## src/rtl/dispensador_troco_pkg.sv

```systemverilog
// Shared definitions for the change dispenser and the sale controller:
// state encoding, coin values and the coin-select encoding.
package dispensador_troco_pkg;

  localparam logic [1:0] ST_IDLE     = 2'd0;
  localparam logic [1:0] ST_PULSE    = 2'd1;
  localparam logic [1:0] ST_WAIT_ACK = 2'd2;
  localparam logic [1:0] ST_DONE     = 2'd3;

  typedef enum logic [1:0] {
    IDLE     = ST_IDLE,
    PULSE    = ST_PULSE,
    WAIT_ACK = ST_WAIT_ACK,
    DONE     = ST_DONE
  } state_t;

  // Coin values in 50-centavo units
  localparam int unsigned VAL_R = 2;
  localparam int unsigned VAL_C = 1;

  localparam logic COIN_C_ENC = 1'b0;
  localparam logic COIN_R_ENC = 1'b1;

  typedef enum logic {
    COIN_C = COIN_C_ENC,
    COIN_R = COIN_R_ENC
  } coin_t;

  function automatic int unsigned coin_value(coin_t coin);
    return (coin == COIN_R) ? VAL_R : VAL_C;
  endfunction

  // Greedy choice: largest coin that does not exceed what is still owed
  function automatic coin_t pick_coin(int unsigned rem);
    return (rem >= VAL_R) ? COIN_R : COIN_C;
  endfunction

endpackage

```

## src/rtl/dispensador_troco_if.sv

```systemverilog
// Request / hopper-pulse bundle between the sale controller, the dispenser
// and the external coin hopper.
interface dispensador_troco_if #(
  parameter int unsigned AMT_W = 4
);
  logic             req;
  logic [AMT_W-1:0] amount;
  logic             hop_ack;
  logic             R;
  logic             C;
  logic             busy;
  logic             done;
  logic             err;

  modport master (
    output req, amount, hop_ack,
    input  R, C, busy, done, err
  );

  modport slave (
    input  req, amount, hop_ack,
    output R, C, busy, done, err
  );
endinterface

```

## src/rtl/dispensador_troco_contador_timeout.sv

```systemverilog
// Loadable down-counter with a registered terminal-count flag; the flag is
// high while the count sits at zero.
module contador_timeout #(
  parameter int unsigned W = 8
) (
  input  logic         clk,
  input  logic         rst,
  input  logic         load_i,
  input  logic [W-1:0] load_val_i,
  input  logic         en_i,
  output logic         tc_o
);

  logic [W-1:0] cnt_q;
  logic         tc_q;

  always_ff @(posedge clk or posedge rst) begin
    if (rst) begin
      cnt_q <= '0;
      tc_q  <= 1'b1;
    end else if (load_i) begin
      cnt_q <= load_val_i;
      tc_q  <= (load_val_i == '0);
    end else if (en_i && (cnt_q != '0)) begin
      cnt_q <= cnt_q - W'(1);
      tc_q  <= (cnt_q == W'(1));
    end
  end

  assign tc_o = tc_q;

endmodule

```

## src/rtl/dispensador_troco.sv

```systemverilog
// Change dispenser: pays out `amount` (50-centavo units) as greedy R/C coin
// pulses to the hopper, one coin at a time, waiting for each acknowledge.
module dispensador_troco
  import dispensador_troco_pkg::*;
#(
  parameter int unsigned AMT_W     = 4,
  parameter int unsigned PULSE_LEN = 2,
  parameter int unsigned TIMEOUT   = 255
) (
  input  logic                  clk,
  input  logic                  rst,
  dispensador_troco_if.slave    bus
);

  localparam int unsigned PW = $clog2(PULSE_LEN + 1);
  localparam int unsigned TW = $clog2(TIMEOUT + 1);

  state_t           state_q;
  logic [AMT_W-1:0] rem_q;
  coin_t            coin_sel_q;
  logic             ack_seen_q;
  logic             r_q;
  logic             c_q;
  logic             busy_q;
  logic             done_q;
  logic             err_q;

  logic [AMT_W-1:0] amount_c;
  logic [AMT_W-1:0] rem_after_c;
  logic [AMT_W-1:0] coin_src_c;
  coin_t            next_coin_c;
  logic             ack_any_c;
  logic             start_c;
  logic             next_coin_go_c;
  logic             pulse_load_c;
  logic             pulse_en_c;
  logic             to_load_c;
  logic             to_en_c;
  logic             pulse_tc;
  logic             to_tc;

  // Coin choice and counter control derived from the current state
  always_comb begin
    amount_c       = AMT_W'(bus.amount);
    ack_any_c      = ack_seen_q | bus.hop_ack;
    rem_after_c    = rem_q - AMT_W'(coin_value(coin_sel_q));
    coin_src_c     = (state_q == IDLE) ? amount_c : rem_after_c;
    next_coin_c    = pick_coin(32'(coin_src_c));
    start_c        = (state_q == IDLE) && bus.req && (amount_c != '0);
    next_coin_go_c = (state_q == WAIT_ACK) && ack_any_c && (rem_after_c != '0);
    pulse_load_c   = start_c | next_coin_go_c;
    pulse_en_c     = (state_q == PULSE);
    to_load_c      = (state_q == PULSE) && pulse_tc;
    to_en_c        = (state_q == WAIT_ACK);
  end

  contador_timeout #(.W(PW)) u_pulse_cnt (
    .clk        (clk),
    .rst        (rst),
    .load_i     (pulse_load_c),
    .load_val_i (PW'(PULSE_LEN - 1)),
    .en_i       (pulse_en_c),
    .tc_o       (pulse_tc)
  );

  contador_timeout #(.W(TW)) u_timeout_cnt (
    .clk        (clk),
    .rst        (rst),
    .load_i     (to_load_c),
    .load_val_i (TW'(TIMEOUT - 1)),
    .en_i       (to_en_c),
    .tc_o       (to_tc)
  );

  always_ff @(posedge clk or posedge rst) begin
    if (rst) begin
      state_q    <= IDLE;
      rem_q      <= '0;
      coin_sel_q <= COIN_C;
      ack_seen_q <= 1'b0;
      r_q        <= 1'b0;
      c_q        <= 1'b0;
      busy_q     <= 1'b0;
      done_q     <= 1'b0;
      err_q      <= 1'b0;
    end else begin
      done_q <= 1'b0;
      case (state_q)
        IDLE: begin
          ack_seen_q <= 1'b0;
          if (bus.req) begin
            err_q  <= 1'b0;
            busy_q <= 1'b1;
            rem_q  <= amount_c;
            if (amount_c == '0) begin
              state_q <= DONE;
              done_q  <= 1'b1;
            end else begin
              state_q    <= PULSE;
              coin_sel_q <= next_coin_c;
              r_q        <= (next_coin_c == COIN_R);
              c_q        <= (next_coin_c == COIN_C);
            end
          end
        end
        // An early ack is remembered but never shortens the pulse
        PULSE: begin
          if (bus.hop_ack) ack_seen_q <= 1'b1;
          if (pulse_tc) begin
            state_q <= WAIT_ACK;
            r_q     <= 1'b0;
            c_q     <= 1'b0;
          end
        end
        WAIT_ACK: begin
          if (ack_any_c) begin
            ack_seen_q <= 1'b0;
            rem_q      <= rem_after_c;
            if (rem_after_c == '0) begin
              state_q <= DONE;
              done_q  <= 1'b1;
            end else begin
              state_q    <= PULSE;
              coin_sel_q <= next_coin_c;
              r_q        <= (next_coin_c == COIN_R);
              c_q        <= (next_coin_c == COIN_C);
            end
          end else if (to_tc) begin
            ack_seen_q <= 1'b0;
            rem_q      <= '0;
            err_q      <= 1'b1;
            busy_q     <= 1'b0;
            state_q    <= IDLE;
          end
        end
        DONE: begin
          busy_q  <= 1'b0;
          state_q <= IDLE;
        end
        default: begin
          busy_q  <= 1'b0;
          state_q <= IDLE;
        end
      endcase
    end
  end

  assign bus.R    = r_q;
  assign bus.C    = c_q;
  assign bus.busy = busy_q;
  assign bus.done = done_q;
  assign bus.err  = err_q;

endmodule

```

## src/flat_wrapper.sv

```systemverilog
// flat-port wrapper written by rule: the top's interface ports become plain ports
module dispensador_troco_flat import dispensador_troco_pkg::*;
#(
  parameter int unsigned AMT_W     = 4,
  parameter int unsigned PULSE_LEN = 2,
  parameter int unsigned TIMEOUT   = 255
)
  (clk, rst, bus_req, bus_amount, bus_hop_ack, bus_R, bus_C, bus_busy, bus_done, bus_err);
  dispensador_troco_if #(.AMT_W(AMT_W)) bus_i ();
  input  logic clk;
  input  logic rst;
  input wire logic [$bits(bus_i.req)-1:0] bus_req;
  input wire logic [$bits(bus_i.amount)-1:0] bus_amount;
  input wire logic [$bits(bus_i.hop_ack)-1:0] bus_hop_ack;
  output wire logic [$bits(bus_i.R)-1:0] bus_R;
  output wire logic [$bits(bus_i.C)-1:0] bus_C;
  output wire logic [$bits(bus_i.busy)-1:0] bus_busy;
  output wire logic [$bits(bus_i.done)-1:0] bus_done;
  output wire logic [$bits(bus_i.err)-1:0] bus_err;
  assign bus_i.req = bus_req;
  assign bus_i.amount = bus_amount;
  assign bus_i.hop_ack = bus_hop_ack;
  assign bus_R = bus_i.R;
  assign bus_C = bus_i.C;
  assign bus_busy = bus_i.busy;
  assign bus_done = bus_i.done;
  assign bus_err = bus_i.err;
  dispensador_troco #(.AMT_W(AMT_W), .PULSE_LEN(PULSE_LEN), .TIMEOUT(TIMEOUT)) u_core (.clk(clk), .rst(rst), .bus(bus_i));
endmodule
```

## config.mk

```make
export PLATFORM = sky130hd
export DESIGN_NAME = dispensador_troco_flat
export DESIGN_NICKNAME = d
export VERILOG_FILES = /design/src/rtl/dispensador_troco_pkg.sv /design/src/rtl/dispensador_troco_if.sv /design/src/rtl/dispensador_troco_contador_timeout.sv /design/src/rtl/dispensador_troco.sv /design/src/flat_wrapper.sv
export SDC_FILE = /design/constraint.sdc
export NUM_CORES = 1
export LEC_CHECK = 0
export ABC_AREA = 1
export BUFFER_PORTS_ARGS = -buffer_cell sky130_fd_sc_hd__buf_2
export CORE_ASPECT_RATIO = 1.1
export CORE_MARGIN = 2
export CORE_UTILIZATION = 25
export DETAILED_ROUTE_END_ITERATION = 6
export PLACE_DENSITY = 0.39
export SYNTH_ARGS = -nofsm -noshare
export SYNTH_HDL_FRONTEND = slang
export SYNTH_SLANG_ARGS = --single-unit
export TNS_END_PERCENT = 50
```

## constraint.sdc

```tcl
create_clock -name clk -period 2.4 [get_ports clk]
set_input_delay 0.12 -clock clk [delete_from_list [all_inputs] [get_ports clk]]
set_output_delay 0.12 -clock clk [all_outputs]
set_load 0.02 [all_outputs]
```

==> out/results.txt <==
grt met3 use: 2.27%
max_cap viols: 0
Pwr Density: 1290 nW/µm²
sw power: 0.00116 W
All-Layer GR Usage: 12.0%
Most common cell on crit path: nand2_1
maximum clock frequency: 506 MHz
Via Count: 1313
synth unique cells: 28
GPL Wtd Cong: 0.735
crit share post-route: 82.3%
post-synthesis register bit count: 25
utilization after layout: 29.3%
placed wire-length estimate: 2820 µm
Rel. slew slack: 71.5%
Congestion Overflow GR: 0
combinational share of power: 56.9%
Sink Count: 25
Flop pwr share: 31.6%
Arr. time, crit path: 2140 ps
synthesis-to-layout area growth: 13.7%
fin cells: 307
Cell Area, Placed: 1750 µm²
Synth Net Count: 226
crit path kind: flip-flop to flip-flop
CP endpoint kind: flip-flop
commonest non-fill, non-tap cell in the layout: nand2_1
CP peak stage delay: 460 ps
row count: 30
Post-synth EDFFs: 0
# IOs: 13
Slew @ Worst Pin: 426 ps
Pleak: 0.908 nW
DR vias/cell: 4.28
met1 usage: 15.4%
Critical Path Slowest Stage Cell: fa_1
status: finished clean
global-route wire length before repair: 6560 µm
# DRC: 0
commonest cells after routing, fill and taps aside: nand2_1 (53), inv_1 (31), nand3_1 (25)
total internal power: 0.00118 W
I/O Buffers: 12
Avg WL per Cell: 11.9 µm
CP max FO: 3
initial antenna violation count: 0
clk buf depth: 2
Hold Path Class: primary input to flip-flop
RSZ-0062 raised after global routing: no
vias in the first global route: 1365
post-synthesis sequential area ratio: 39.6%
switching share of power: 49.7%
Chip Width: 80.0 µm
Mapped Cells: 210
DRT iter0 DRCs: 68
Initial Util: 25.8%
core area: 6160 µm²
asr flop ratio synth: 100%
WP data required: 2570 ps
share of cells above drive strength 1: 17.6%
startpoint type of the worst setup path: flip-flop
CTS tree: yes
post-route cell area: 1810 µm²
synthesized area per cell: 7.56 µm²
Ant. Diodes: 0
clock root cell: clkbuf_8
worst-skew pair later-pin latency: 280 ps
DRT Pass-1 Iters: 4
Inst Count DP: 302
Mapped Area: 1590 µm²
grt met2 use: 20.3%
Clk pin slew, worst setup/hold paths: 90 ps
grt peak-use layer: met2
largest net degree at the start of global routing: 26
final hold violation count: 0
total design power: 0.00234 W
final net count: 244
Tmin final: 1970 ps
DIE AREA: 7010 µm²
peak supply drop: 0.000354 V
ys flop type: dfrtp_1
Fin Setup TNS: 0 ps
YS warnings: 0
Die Y: 87.6 µm
Worst Skew: 10.2 ps
H-tree depth: 1
sequence of cells on the critical path: inv_1 -> ha_1 -> inv_1 -> fa_1 -> inv_1 -> nand3_1 -> nor2_1 -> nand2_1 -> nand2_1 -> nand2_1 -> nand2_1 -> nand2_1
Clk pwr share: 11.6%
TritonCTS Buffers: 3
Final Setup Violations: 0
WL final: 3650 µm
post-route ant nets: 0
Slew Limit Fails: 0
==> logic make-up (layout without fill, tap and decap cells) <==
kind of cell / Yosys count / in the layout / synth area share (%)
buffers and inverters: 38 / 55 / 9.22
AOI/OAI and AO/OA: 28 / 28 / 11.2
and+or+nand+nor: 110 / 110 / 32.7
DFF: 25 / 25 / 39.6
adders and majority gates: 8 / 8 / 6.78
xor gates and xnor gates: 1 / 1 / 0.552
==> layout make-up <==
class / count / area, µm²
clock buffers: 4 / 45.0
fillers: 696 / 4350
inverters: 37 / 141
multi-input cells: 147 / 813
flip-flops and latches: 25 / 628
well taps: 80 / 100
repair buffers: 14 / 77.6
==> metrics by stage <==
stage	hold slack [ps]	setup slack [ps]
floorplan	146	614
global placement	214	450
detailed placement	216	413
CTS	165	407
global route	208	136
finish	165	425
==> final timing paths <==
check,from,to,slack (ps),cells after the start
min,bus_amount[3],u_core.rem_q[3],160,5
max in group asynchronous,rst,u_core.u_pulse_cnt.tc_o,1650,4
max reg2reg,u_core.coin_sel_q,u_core.bus.R,430,12
min reg2reg,u_core.bus.C,u_core.bus.C,490,2
max,u_core.coin_sel_q,u_core.bus.R,430,12
min in group asynchronous,rst,u_core.u_timeout_cnt.cnt_q[7],440,4
==> flip-flops by register name, summed over array words and instances (netlist names) <==
register	count
u_core.bus.C	1
u_core.bus.done	1
u_core.u_timeout_cnt.tc_o	1
u_core.bus.busy	1
u_core.bus.err	1
u_core.rem_q	4
u_core.state_q	2
u_core.u_timeout_cnt.cnt_q	8
u_core.u_pulse_cnt.tc_o	1
u_core.coin_sel_q	1
u_core.u_pulse_cnt.cnt_q	2
u_core.bus.R	1
u_core.ack_seen_q	1
==> layer usage <==
layer / share of wire [%] / up-vias / wire length (µm)
met5: 0 / - / 0
met4: 0.57 / 0 / 21
met3: 3.1 / 2 / 113
met2: 48 / 14 / 1750
met1: 48 / 599 / 1770
li1: - / 698 / -
==> power by group through the flow <==
stage	sequential (W)	clock [W]	combinational [W]
floorplan	0.000758	0	0.00102
global placement	0.000752	0	0.00136
detailed placement	0.000752	0	0.00135
CTS	0.000743	0.000282	0.00136
global route	0.000769	0.000296	0.00156
finish	0.000738	0.000270	0.00133
==> repair_timing <==
action / in CTS / in global routing
gates resized for setup: 0 / 0
hold buffers: 1 / 0
setup endpoints to repair: 0 / 0
buffers inserted: 0 / 0
hold endpoints to repair: 23 / 0
==> worst max-delay path, delay by kind of cell (launching register included) <==
kind          cells  cell delay, ps
simple gates      7             620
fa+ha+maj         2             620
flops             1             390
buf+inv           3             240
==> cells in the mapped netlist (5+ instances only) <==
cell type	count	area share [%]
nand2_1	53	13
inv_1	31	7.3
nand3_1	25	7.9
dfrtp_1	23	36
nor2_1	18	4.3
o21ai_0	9	2.8
ha_1	7	5.5
o21ai_1	6	1.9
inv_2	5	1.2
Note: power is estimated with default switching activity, not from simulation.
